`src/rtl/btn_debounce_multi.sv`:
```
// Multi-channel push-button conditioner: sync, debounce, press/release pulses.
// Optional typematic auto-repeat of press pulses under DEBOUNCE_REPEAT_EN.
//
// Ports:
//   clk         system clock, rising edge
//   rst_n       asynchronous active-low reset
//   button      raw bouncing pins, active-high, asynchronous
//   btn         debounced level per channel
//   btn_press   1-cycle pulse per accepted 0->1 (and per repeat if enabled)
//   btn_release 1-cycle pulse per accepted 1->0
//   any_press   OR of btn_press, same cycle
//
// Macro: DEBOUNCE_REPEAT_EN enables auto-repeat (REPEAT_DELAY/REPEAT_PERIOD).
module btn_debounce_multi #(
  parameter int N_BTN         = 5,
  parameter int STABLE_CYCLES = 100000,
  parameter int CNT_W         = 17,
  parameter int SYNC_STAGES   = 2,
  parameter int REPEAT_DELAY  = 25000000,
  parameter int REPEAT_PERIOD = 5000000
) (
  input  logic             clk,
  input  logic             rst_n,
  input  logic [N_BTN-1:0] button,
  output logic [N_BTN-1:0] btn,
  output logic [N_BTN-1:0] btn_press,
  output logic [N_BTN-1:0] btn_release,
  output logic             any_press
);

  // Illegal configurations elaborate an empty marker block; the
  // parameters are constrained by their documented ranges.
  if (STABLE_CYCLES < 2 || SYNC_STAGES < 2) begin : g_bad_cfg
  end
  if (REPEAT_DELAY < 1 || REPEAT_PERIOD < 1) begin : g_bad_repeat
  end

  localparam logic [CNT_W-1:0] CNT_LAST = CNT_W'(STABLE_CYCLES - 1);

  logic [N_BTN-1:0] sync_q [SYNC_STAGES];
  logic [N_BTN-1:0] samp;
  logic [CNT_W-1:0] cnt [N_BTN];
  logic [N_BTN-1:0] accept;
  logic [N_BTN-1:0] rise;
  logic [N_BTN-1:0] fall;
  logic [N_BTN-1:0] press_d;

  always_ff @(posedge clk or negedge rst_n) begin
    if (!rst_n) begin
      for (int s = 0; s < SYNC_STAGES; s++) begin
        sync_q[s] <= '0;
      end
    end else begin
      sync_q[0] <= button;
      for (int s = 1; s < SYNC_STAGES; s++) begin
        sync_q[s] <= sync_q[s-1];
      end
    end
  end

  assign samp = sync_q[SYNC_STAGES-1];

  always_comb begin
    accept = '0;
    for (int i = 0; i < N_BTN; i++) begin
      accept[i] = (samp[i] != btn[i]) && (cnt[i] == CNT_LAST);
    end
  end

  assign rise = accept & samp;
  assign fall = accept & ~samp;

  // The count only advances while samp disagrees with btn, so any
  // bounce back to the current level restarts it from zero.
  always_ff @(posedge clk or negedge rst_n) begin
    if (!rst_n) begin
      btn <= '0;
      for (int i = 0; i < N_BTN; i++) begin
        cnt[i] <= '0;
      end
    end else begin
      for (int i = 0; i < N_BTN; i++) begin
        if (samp[i] == btn[i]) begin
          cnt[i] <= '0;
        end else if (accept[i]) begin
          cnt[i] <= '0;
          btn[i] <= samp[i];
        end else begin
          cnt[i] <= cnt[i] + 1'b1;
        end
      end
    end
  end

`ifdef DEBOUNCE_REPEAT_EN
  localparam int RMAX =
    (REPEAT_DELAY > REPEAT_PERIOD) ? REPEAT_DELAY : REPEAT_PERIOD;
  localparam int RPT_W = $clog2(RMAX + 1);
  localparam logic [RPT_W-1:0] R_DLY = RPT_W'(REPEAT_DELAY - 1);
  localparam logic [RPT_W-1:0] R_PER = RPT_W'(REPEAT_PERIOD - 1);

  logic [RPT_W-1:0] rcnt [N_BTN];
  logic [N_BTN-1:0] rphase;
  logic [N_BTN-1:0] rep_hit;

  // rphase selects the initial delay (0) or the steady period (1).
  always_comb begin
    rep_hit = '0;
    for (int i = 0; i < N_BTN; i++) begin
      rep_hit[i] = btn[i] && !accept[i] &&
        (rcnt[i] == (rphase[i] ? R_PER : R_DLY));
    end
  end

  always_ff @(posedge clk or negedge rst_n) begin
    if (!rst_n) begin
      rphase <= '0;
      for (int i = 0; i < N_BTN; i++) begin
        rcnt[i] <= '0;
      end
    end else begin
      for (int i = 0; i < N_BTN; i++) begin
        if (accept[i] || !btn[i]) begin
          rcnt[i] <= '0;
          rphase[i] <= 1'b0;
        end else if (rep_hit[i]) begin
          rcnt[i] <= '0;
          rphase[i] <= 1'b1;
        end else begin
          rcnt[i] <= rcnt[i] + 1'b1;
        end
      end
    end
  end

  assign press_d = rise | rep_hit;
`else
  assign press_d = rise;
`endif

  always_ff @(posedge clk or negedge rst_n) begin
    if (!rst_n) begin
      btn_press <= '0;
      btn_release <= '0;
      any_press <= 1'b0;
    end else begin
      btn_press <= press_d;
      btn_release <= fall;
      any_press <= |press_d;
    end
  end

endmodule

```
`config.mk`:
```
export PLATFORM = sky130hd
export DESIGN_NAME = btn_debounce_multi
export DESIGN_NICKNAME = d
export VERILOG_FILES = /design/src/rtl/btn_debounce_multi.sv
export SDC_FILE = /design/constraint.sdc
export NUM_CORES = 1
export LEC_CHECK = 0
export BUFFER_PORTS_ARGS = -buffer_cell sky130_fd_sc_hd__buf_2
export CAP_MARGIN = 20
export CELL_PAD_IN_SITES_DETAIL_PLACEMENT = 0
export CELL_PAD_IN_SITES_GLOBAL_PLACEMENT = 2
export CORE_AREA = 2 2 106 149
export DETAILED_ROUTE_END_ITERATION = 7
export DIE_AREA = 0 0 108 151
export PLACE_DENSITY = 0.75
export SLEW_MARGIN = 20
export SYNTH_ARGS = -nofsm -noshare
export SYNTH_HDL_FRONTEND = slang
export SYNTH_SLANG_ARGS = --single-unit
```
`constraint.sdc`:
```
create_clock -name clk -period 3.3 [get_ports clk]
set_input_delay 0.165 -clock clk [delete_from_list [all_inputs] [get_ports clk]]
set_output_delay 0.165 -clock clk [all_outputs]
set_load 0.05 [all_outputs]
```
==> flow_metrics.tcl <==
set metrics [dict create \
    drt_pass1_iterations 4 \
    internal_power_uw 2010 \
    syn_nets 499 \
    grt.total_usage 0.136 \
    hp-start "sync_q[9]" \
    clkPwrFrac 0.418 \
    synth.avg_cell_area_um2 10.5 \
    min_period_ns 2.05 \
    routed_via_density 5.01 \
    hold_viol_final 0 \
    powerDensity_mw_per_mm2 446 \
    synth_area_leaders "dfrtp_1 (54%), xor2_1 (6.8%), nor2_1 (5.0%)" \
    grt.overflow.total 0 \
    tightest_slew_ns 0.806 \
    syn2layout_area_growth_pct 12.2 \
    swShare 0.214 \
    status "finished clean" \
    yosys.area.top_type "dfrtp_1" \
    critical_path_class "flop to flop" \
    clk_latency_ns 0.34 \
    drt_iter0_drc 100 \
    ctsLongestPathBuffers 2 \
    reg2reg_depth 5 \
    htreeDepth 3 \
    critPathBufInv 0 \
    arrival_ns 2.25 \
    layout-drive-gt1-share 0.107 \
    p_seq_frac 0.547 \
    ys.flop_type "dfrtp_1" \
    diodes 0 \
    cp-start-kind "flop" \
    final_max_slew_viol_count 0 \
    fin_crit_sh 0.622 \
    ys_seq_area_frac 0.542 \
    rsz0062_at_grt "false" \
    dieArea_mm2 0.0163 \
    fp-row-count 53 \
    grt_pass1_vias 3627 \
    ctsResizeCount 0 \
    path_cells "ha_1, and4_1, nand2_1, o31ai_4, nor2_1" \
    setup_viol 0 \
    ant_nets 0 \
    die_h_um 151 \
    ir_drop_mv 0.194 \
    initial_utilization 0.343 \
    yosys_warnings 0 \
    maxCapViolations 0 \
    die-width_um 108 \
    portBuffers 22 \
    grt_pass1_wl_um 17700 \
    place_congestion 0.736 \
    post-route-util 0.385 \
    ys_ff_latch 111 \
    holdBufCountCts 6 \
    num_io_pins 23 \
    drcViolationCount 0 \
    r2r-end "cnt[8]" \
    yosysMostFrequentCell "dfrtp_1" \
    hold_path_depth 0 \
    fmax_mhz 487 \
    holdCritPathClass "flop to flop" \
    max_stage_delay_ns 0.64 \
    p_comb_frac 0.035 \
    clock_skew_ns 0.0104 \
    antenna_found_initial 0 \
    holdPathEnd "samp[4]" \
    dpl.hpwl_um 7150 \
    rrSetupSlack_ns 1.25 \
    vias 3546 \
    rr_startpoint "cnt[0]" \
    crit_required_ns 3.50 \
    critPathTopFamily "simple AND/OR/NAND/NOR gates" \
    cts_root_buffer "clkbuf_16" \
    cts_tree "built" \
    synth_top_area_frac 0.542 \
    synth-edff-count 0 \
    netlist_area_mm2 0.00512 \
    cp_slowest_cell "o31ai_4" \
    clock_sinks 111 \
    nets 524 \
    ys_top_cells_by_count "dfrtp_1 (111), nor2_1 (68), xor2_1 (40), nand4_1 (31), nand2_1 (30)" \
    synth_cells 487 \
    ys_async_sr_fraction 1.00 \
    end_kind "flop" \
    finalSetupTns_ns 0 \
    switching_power_uw 549 \
    cts_setup_buffers 0 \
    numCtsBuffers 9 \
    clk_pin_slew_worst_paths_ns 0.07 \
    p_leak_uw 0.00247 \
    grt_start_max_net_pins 64 \
    critical_path_peak_fanout 16 \
    synth.distinct_cells 42 \
    core_area_mm2 0.0149 \
    routed_wl_um 10300 \
    wl_per_cell_um 14.5 \
    slew_headroom 0.463 \
]
==> cell families (layout without fill, tap and decap cells) <==
| group | Yosys count | in the layout | share of synthesized area |
|---|---|---|---|
| simple gates | 238 | 238 | 0.256 |
| flops | 111 | 111 | 0.542 |
| xor+xnor | 60 | 60 | 0.104 |
| compound gates | 47 | 47 | 0.0559 |
| buf+inv | 23 | 52 | 0.0230 |
| fa+ha+maj | 5 | 5 | 0.0122 |
| mux | 3 | 3 | 0.00659 |
==> layer usage <==
metal | share of wire | vias to the layer above | track usage
met3 | 0.020 | 14 | 0.0202
met1 | 0.47 | 1721 | 0.172
li1 | - | 1774 | -
met2 | 0.49 | 37 | 0.232
met5 | 0 | - | 0
met4 | 0.023 | 0 | 0.0609
==> worst max path at each step <==
stage,start,to,cells after the start
global placement,cnt[17],cnt[22],5
detailed placement,cnt[0],cnt[8],5
finish,cnt[0],cnt[8],5
CTS,cnt[0],cnt[8],5
global route,cnt[51],cnt[53],5
floorplan,btn[4],btn[4],4
==> stage by stage <==
step | cell area [µm²] | hold slack [ns] | total power, µW | worst slack, ns | cells
after global routing | 5750 | 0.369 | 2680 | 1.06 | 708
after CTS | 5750 | 0.356 | 2610 | 1.23 | 708
after floorplan | 5120 | -0.131 | 1470 | 1.48 | 487
after detailed placement | 5400 | 0.276 | 1520 | 1.24 | 687
final | 5750 | 0.349 | 2560 | 1.25 | 708
after global placement | 5400 | 0.275 | 1510 | 1.30 | 687
==> worst reg2reg max path: stages, from the launching register on <==
cell	delay [ns]
dfrtp_1	0.40
ha_1	0.23
and4_1	0.35
nand2_1	0.18
o31ai_4	0.64
nor2_1	0.12
==> cells in the final DEF (no fill, tap or decap), types with 2 or more instances in the layout <==
| cell type | instances |
|---|---|
| nand3_1 | 25 |
| dlygate4sd3_1 | 6 |
| ha_1 | 5 |
| clkbuf_16 | 9 |
| a31o_2 | 2 |
| nor3_1 | 10 |
| and4_1 | 11 |
| buf_4 | 3 |
| nor4b_1 | 3 |
| nand2_1 | 30 |
| nor3b_1 | 3 |
| and2_1 | 4 |
| nand2b_1 | 2 |
| a21oi_1 | 20 |
| nor4_1 | 8 |
| o21ai_2 | 2 |
| xor2_1 | 40 |
| o31ai_1 | 4 |
| o21ai_0 | 16 |
| nor2_1 | 68 |
| buf_2 | 21 |
| nand3_2 | 3 |
| mux2_2 | 3 |
| nor4bb_1 | 3 |
| and3_1 | 10 |
| nand4_1 | 31 |
| or4_1 | 4 |
| or3_1 | 15 |
| inv_1 | 7 |
| xnor2_1 | 19 |
| dfrtp_1 | 111 |
| and4b_1 | 2 |
| clkbuf_1 | 2 |
==> power groups by stage <==
stage	clock (µW)	sequential, µW	combinational, µW
final	1070	1400	89.7
after global routing	1170	1410	106
after CTS	1120	1400	95.0
after detailed placement	0	1430	88.9
after global placement	0	1430	87.2
after floorplan	0	1420	44.5
==> registers in the layout (all words and copies together) (netlist names) <==
register,cells
sync_q,5
btn,5
btn_release,5
samp,5
any_press,1
btn_press,5
cnt,85
==> layout make-up <==
class / count / area, µm²
Clock buffer: 12 / 246
Clock inverter: 3 / 43.8
Fill cell: 1486 / 9170
Inverter: 7 / 26.3
Multi-Input combinational cell: 353 / 2230
Sequential cell: 111 / 2780
Tap cell: 192 / 240
Timing Repair Buffer: 30 / 188
Note: power is estimated with default switching activity, not from simulation.
